`src/rtl/shift_reg_seq.sv`:
```
// rtl/shift_reg_seq.sv - WIDTH-bit shift register with load, single-step and shift-by-N sequences
module shift_reg_seq #(
  parameter int WIDTH = 8,
  parameter int SHW   = 4
) (
  input  logic             clk,
  input  logic             clr,
  input  logic             load,
  input  logic [WIDTH-1:0] dph,
  input  logic             sft,
  input  logic             start,
  input  logic [SHW-1:0]   amt,
  input  logic [1:0]       mode,
  input  logic             sin,
  output logic [WIDTH-1:0] qph,
  output logic             sout,
  output logic             busy,
  output logic             done
);

  typedef enum logic {
    ST_IDLE = 1'b0,
    ST_RUN  = 1'b1
  } state_t;

  state_t           state_q, state_d;
  logic [WIDTH-1:0] qph_q, qph_d;
  logic             sout_q, sout_d;
  logic             done_q, done_d;
  logic [SHW-1:0]   cnt_q, cnt_d;
  logic [1:0]       mode_q, mode_d;

  // One shift step: returns {bit shifted out, new register value}.
  function automatic logic [WIDTH:0] shift_step(input logic [WIDTH-1:0] q,
                                                input logic [1:0]       m,
                                                input logic             s);
    logic [WIDTH:0] r;
    case (m)
      2'b00:   r = {q[0],       s,        q[WIDTH-1:1]};
      2'b01:   r = {q[WIDTH-1], q[WIDTH-2:0], s};
      2'b10:   r = {q[0],       q[WIDTH-1], q[WIDTH-1:1]};
      default: r = {q[0],       q[0],     q[WIDTH-1:1]};
    endcase
    return r;
  endfunction

  // Next-state: a running sequence owns the register; otherwise load > start > sft.
  always_comb begin
    state_d = state_q;
    qph_d   = qph_q;
    sout_d  = sout_q;
    cnt_d   = cnt_q;
    mode_d  = mode_q;
    done_d  = 1'b0;
    case (state_q)
      ST_IDLE: begin
        if (load) begin
          qph_d = dph;
        end else if (start) begin
          if (amt != '0) begin
            mode_d  = mode;
            cnt_d   = amt;
            state_d = ST_RUN;
          end else begin
            done_d = 1'b1;
          end
        end else if (sft) begin
          {sout_d, qph_d} = shift_step(qph_q, mode, sin);
        end
      end
      default: begin
        {sout_d, qph_d} = shift_step(qph_q, mode_q, sin);
        cnt_d = cnt_q - SHW'(1);
        if (cnt_q == SHW'(1)) begin
          state_d = ST_IDLE;
          done_d  = 1'b1;
        end
      end
    endcase
  end

  // State registers; clr aborts any sequence without a done pulse.
  always_ff @(posedge clk) begin
    if (clr) begin
      state_q <= ST_IDLE;
      qph_q   <= '0;
      sout_q  <= 1'b0;
      done_q  <= 1'b0;
      cnt_q   <= '0;
      mode_q  <= 2'b00;
    end else begin
      state_q <= state_d;
      qph_q   <= qph_d;
      sout_q  <= sout_d;
      done_q  <= done_d;
      cnt_q   <= cnt_d;
      mode_q  <= mode_d;
    end
  end

  assign qph  = qph_q;
  assign sout = sout_q;
  assign busy = (state_q == ST_RUN);
  assign done = done_q;

endmodule

```
`config.mk`:
```
export PLATFORM = sky130hd
export DESIGN_NAME = shift_reg_seq
export DESIGN_NICKNAME = d
export VERILOG_FILES = /design/src/rtl/shift_reg_seq.sv
export SDC_FILE = /design/constraint.sdc
export NUM_CORES = 1
export LEC_CHECK = 0
export ABC_AREA = 1
export CORE_MARGIN = 2
export CORE_UTILIZATION = 32
export DETAILED_ROUTE_END_ITERATION = 16
export GPL_ROUTABILITY_DRIVEN = 0
export HOLD_SLACK_MARGIN = 0.1
export SLEW_MARGIN = 20
export SYNTH_ARGS = -nofsm -noshare
export SYNTH_HDL_FRONTEND = slang
export SYNTH_SLANG_ARGS = --single-unit
```
`constraint.sdc`:
```
create_clock -name clk -period 1.4 [get_ports clk]
set_input_delay 0.28 -clock clk [delete_from_list [all_inputs] [get_ports clk]]
set_output_delay 0.28 -clock clk [all_outputs]
set_load 0.02 [all_outputs]
```
# After elaboration in Yosys (flattened, before gate mapping)
# Cells that the tools add are included.
# word_totals
reg_bits	17
latch_bits	0
mem_bits_rw	0
rom_bits	0
in_bits	20
output_inout_bits	11
word_cells	56
mem_count	0
# classes
n_addsub	1
mul	0
n_div	0
magnitude_cmp	0
eq_ne	10
n_shift	0
muxes	24
n_bitwise	2
n_reduce_logical	12
# op_table
op	count
one-hot mux 9 bit (3 select lines)	2
two-way mux 8 bit	4
two-way mux 4 bit	4
two-way mux 1 bit	14
AND reduction 4 bit	2
AND reduction 3 bit	2
nonzero test 2 bit	3
== test 2 x 1 -> 1 bit, second input constant	2
== test 2 bit, second input constant	2
== test 4 x 1 -> 1 bit, second input constant	1
logical NOT 2 bit	2
!= test 2 x 1 -> 1 bit, second input constant	2
nonzero test 4 bit	1
subtractor 4 x 1 -> 4 bit, second input constant	1
!= test 3 x 2 -> 1 bit, second input constant	1
!= test 3 bit, second input constant	1
nonzero test 3 bit	1
!= test 2 bit, second input constant	1
inverter 1 bit	2
AND reduction 2 bit	1

# Logic depth before layout (Yosys ltp)
# depth
word_depth	6
mapped_depth	7
mapped_depth_nobuf	7

# Worst setup path before layout
# No wires, ideal clock.
# synth_path
path_kind	reg-to-reg
from	register state_q, in the netlist busy
to	register qph_q[5], in the netlist qph[5]
setup_time_ns	0.114
arrival_ns	1.073
required_time_ns	1.286
setup_slack_ns	0.213
path_stages_with_launch	7
path_buffers	1
period_less_slack_ns	1.187
path_cell_list	dfxtp_1 -> inv_2 -> buf_6 -> nand3_1 -> nand2_1 -> o21bai_1 -> inv_1
# synth_via
elab_chain_cells	2
elab_cells_between_ends	4
classes_between	eq/ne (1); mux (1); reduce/logical (2)
# synth_rtl
item	line_no	text
from (decl)	26	state_t state_q, state_d;
from (signal assigned)	92	state_q <= state_d;
!= test 3 x 2 -> 1 bit (no source line) / nonzero test 3 bit (equally long branches)	--	
AND reduction 2 bit (no source line)	--	
to (signal assigned)	93	qph_q <= qph_d;
to (decl)	27	logic [WIDTH-1:0] qph_q, qph_d;
# Several ways; a longest one is shown, not always the timed one.
# A chain may end at the register's enable or synchronous reset.

# Worst setup path after layout
# layout_path
from	register cnt_q[0]
to	register cnt_q[2]
# layout_via
elab_chain_cells	2
# layout_rtl
item	line_no	text
from (decl)	30	logic [SHW-1:0] cnt_q, cnt_d;
from (signal assigned)	96	cnt_q <= cnt_d;
subtractor 4 x 1 -> 4 bit	73	cnt_d = cnt_q - SHW'(1);
two-way mux 4 bit	55	case (state_q)
# No other way between the ends.

==> flow_summary.rst <==
.. list-table::
   :header-rows: 1

   * - Metric
     - Value
   * - Result of the run
     - completed
   * - Worst setup slack after layout
     - 118 ps
   * - Remaining antenna violation count
     - 0
   * - Arrival time at the worst endpoint
     - 1430 ps
   * - Post-synthesis area per instance
     - 5.89 um2
   * - Ys Warns
     - 0
   * - Placement Setup Slack
     - -197 ps
   * - Via Count
     - 1,439
   * - Nets
     - 282
   * - WL final
     - 3570 um
   * - Clock root buffer
     - sky130_fd_sc_hd__clkbuf_8
   * - Number of hold violations in the final report
     - 0
   * - CP endpoint kind
     - register
   * - Cts bufs inserted
     - 3
   * - Pin count of the biggest net entering global routing
     - 16
   * - Antenna Cells
     - 0
   * - Clock tree from TritonCTS
     - done
   * - CP bufs+invs
     - 1
   * - Area share of the largest cell type after synthesis
     - 26.8%
   * - Mapped cell area
     - 0.00127 mm2
   * - Worst setup path category
     - reg2reg
   * - First-pass GRT wire length
     - 5940 um
   * - Period utilization
     - 91.5%
   * - Antenna violations before repair
     - 0
   * - Min-delay worst type
     - reg2reg
   * - Clock slew at reported path FFs
     - 70 ps
   * - Count of pins on the block boundary
     - 31
   * - Clk buf depth
     - 2
   * - Slowest cell on crit path
     - sky130_fd_sc_hd__dfxtp_1
   * - Most frequently used cell type in the post-synthesis netlist
     - sky130_fd_sc_hd__nand2_1
   * - Slew at the pin closest to its max-slew limit
     - 296 ps
   * - Area occupied by registers
     - 340 um2
   * - Number of global-route vias before repair
     - 1,260
   * - Total power
     - 1.49 mW
   * - Part of the total power dissipated in the clock network
     - 25.3%
   * - # fillers
     - 396
   * - Area occupied by multi-input gates
     - 786 um2
   * - Switch Pwr
     - 0.527 mW
   * - Syn_nets
     - 238
   * - Total iterations of the first detailed-routing run
     - 4
   * - Worst rel slew slack
     - 80.2%
   * - Synthesis-stage register bit count
     - 17
   * - EDFF count, synth
     - 0
   * - Max cap viols
     - 0
   * - Combinational share of power
     - 36.7%
   * - Family with the most delay on the worst path
     - simple AND/OR/NAND/NOR gates
   * - Clock latency of the later-clocked register in the worst-skew pair
     - 250 ps
   * - Post-synthesis to final-layout area growth
     - 37.6%
   * - Maximum single-stage delay on the critical path
     - 370 ps
   * - Mean routed wirelength per cell
     - 11.6 um
   * - Number of buffers inserted by port buffering
     - 30
   * - Cell types with the largest area share after synthesis
     - sky130_fd_sc_hd__dfxtp_1, sky130_fd_sc_hd__nand2_1, sky130_fd_sc_hd__nand3_1
   * - Switching power as a share of total power
     - 35.3%
   * - HPWL Detailed
     - 2720 um
   * - Number of design-rule violations left by the first detailed-router iteration
     - 75
   * - Largest fanout on the critical path
     - 4
   * - Max-slew violations
     - 0
   * - Y dimension of the die
     - 67.0 um
   * - Setup repair after global routing missed its margin
     - no
   * - Share of cells above drive strength 1
     - 12.0%
   * - Leading area contributor after synthesis
     - sky130_fd_sc_hd__dfxtp_1
   * - Share of async-settable or async-resettable flops after synthesis
     - 0%
   * - Clock skew
     - 1.42 ps
   * - Full die area
     - 0.00449 mm2
   * - Pwr Density
     - 853 mW/mm2
   * - Starting density of the core
     - 34.0%
   * - Maximum vdd ir drop
     - 568 uV
   * - Chip Width
     - 67.0 um
   * - Total grt overflow
     - 0
   * - Clock H-tree levels
     - 1
   * - Synth Flop Type
     - sky130_fd_sc_hd__dfxtp_1
   * - Most numerous cell types in the synthesized netlist
     - sky130_fd_sc_hd__nand2_1, sky130_fd_sc_hd__nand3_1, sky130_fd_sc_hd__inv_1
   * - Min Tclk post-route
     - 1280 ps
   * - Proportion of synthesized chip area in sequential cells
     - 26.8%
   * - Ordered cell list for the critical path
     - inv_1 > ha_1 > or2_2 > nand3_1 > nand2_1 > nand2_1 > a21oi_1
   * - Internal Pwr Total
     - 0.965 mW
   * - Total global-route track usage
     - 17.4%
   * - Clk sinks
     - 17
   * - Std cell rows
     - 22
   * - Leakage power
     - 0.962 nW
   * - Setup-failing EPs final
     - 0
   * - Worst Path Required
     - 1550 ps
   * - Most frequent CP cell
     - sky130_fd_sc_hd__nand2_1
   * - Startpoint types
     - register
   * - Core region area
     - 0.00374 mm2
   * - Number of remaining DRC errors
     - 0
   * - Highest Clock Rate
     - 0.780 GHz
   * - Number of distinct library cell variants in the gate-level netlist after synthesis
     - 23
   * - Post-synthesis cell count
     - 216
   * - Fraction of power consumed by sequential logic
     - 38.0%
   * - Via density per instance
     - 4.69
cell type report:
class                      count  share of cell area, %
inverter                      31                   6.65
multi-input combinational    164                   44.9
timing repair buffer          43                   23.0
tap                           48                   3.43
sequential                    17                   19.5
clock buffer                   4                   2.58
final timing paths:
| kind | from | end | slack [ps] | depth (start not counted) |
|---|---|---|---|---|
| worst max-delay path | cnt_q[0] | cnt_q[2] | 120 | 7 |
| worst min-delay path | cnt_q[1] | cnt_q[1] | 510 | 2 |
| worst max register to register | cnt_q[0] | cnt_q[2] | 120 | 7 |
| worst min register to register | cnt_q[1] | cnt_q[1] | 510 | 2 |
registers in the layout, indices dropped and copies added (netlist names):
register,flops
qph,8
cnt_q,4
mode_q,2
busy,1
done,1
sout,1
power by group through the flow:
stage / Sequential [mW] / Clock, mW / Combinational [mW]
after floorplan: 0.617 / 0 / 0.292
after global placement: 0.580 / 0 / 0.568
after detailed placement: 0.579 / 0 / 0.567
after CTS: 0.567 / 0.389 / 0.548
after global routing: 0.574 / 0.406 / 0.616
final: 0.567 / 0.378 / 0.548
cells by family (layout without fill, tap and decap cells):
family | count (synthesis) | count (layout) | share of synthesized area (%)
AND/OR/NAND/NOR | 140 | 140 | 49.5
buffers and inverters | 35 | 78 | 11.4
AO/OA/AOI/OAI | 22 | 22 | 10.3
flip-flops | 17 | 17 | 26.8
adder cells (fa/ha/maj) | 2 | 2 | 1.97
routing by layer:
metal / share of wire (%) / global-route usage, % / routed length [um]
met5: 0 / 0 / 0
met1: 50 / 26.9 / 1800
met3: 7.2 / 3.04 / 258
met4: 1.6 / 6.12 / 56
met2: 41 / 23.3 / 1460
what timing repair did:
item                                   in CTS  in global routing
pin swaps                                   0                  0
buffers inserted                            0                  0
hold buffers                                0                  0
endpoints found under the hold margin       0                  0
setup endpoints to repair                  11                  5
gates resized for setup                    11                  2
stage by stage:
step | area (um2) | instances | hold WS (ps) | util [%] | TNS (ps)
finish | 1750 | 307 | 508 | 46.7 | 0
global route | 1750 | 307 | 524 | 46.7 | 0
CTS | 1740 | 307 | 510 | 46.6 | 0
detailed placement | 1710 | 303 | 500 | 45.8 | -2140
global placement | 1710 | 303 | 506 | 45.8 | -2110
floorplan | 1270 | 216 | 349 | - | 0
placed cells by master, fill, tap and decap left out, drive strengths merged:
cell type | synthesis | layout
nor2 | 26 | 26
o21ai | 10 | 10
clkbuf | 0 | 4
nand4 | 3 | 3
o21bai | 6 | 6
or2 | 1 | 1
dfxtp | 17 | 17
dlygate4sd2 | 0 | 11
a21oi | 5 | 5
inv | 31 | 31
nand2 | 72 | 72
and3 | 1 | 1
buf | 4 | 13
clkdlybuf4s50 | 0 | 17
dlymetal6s2s | 0 | 2
o211ai | 1 | 1
nand3 | 37 | 37
ha | 2 | 2
worst min-delay path, delay by kind of cell (launching register included):
| kind | cells | cell delay (ps) |
|---|---|---|
| flops | 1 | 320 |
| compound gates | 1 | 60 |
| simple gates | 1 | 80 |
Power figures use the tool's default switching activity.
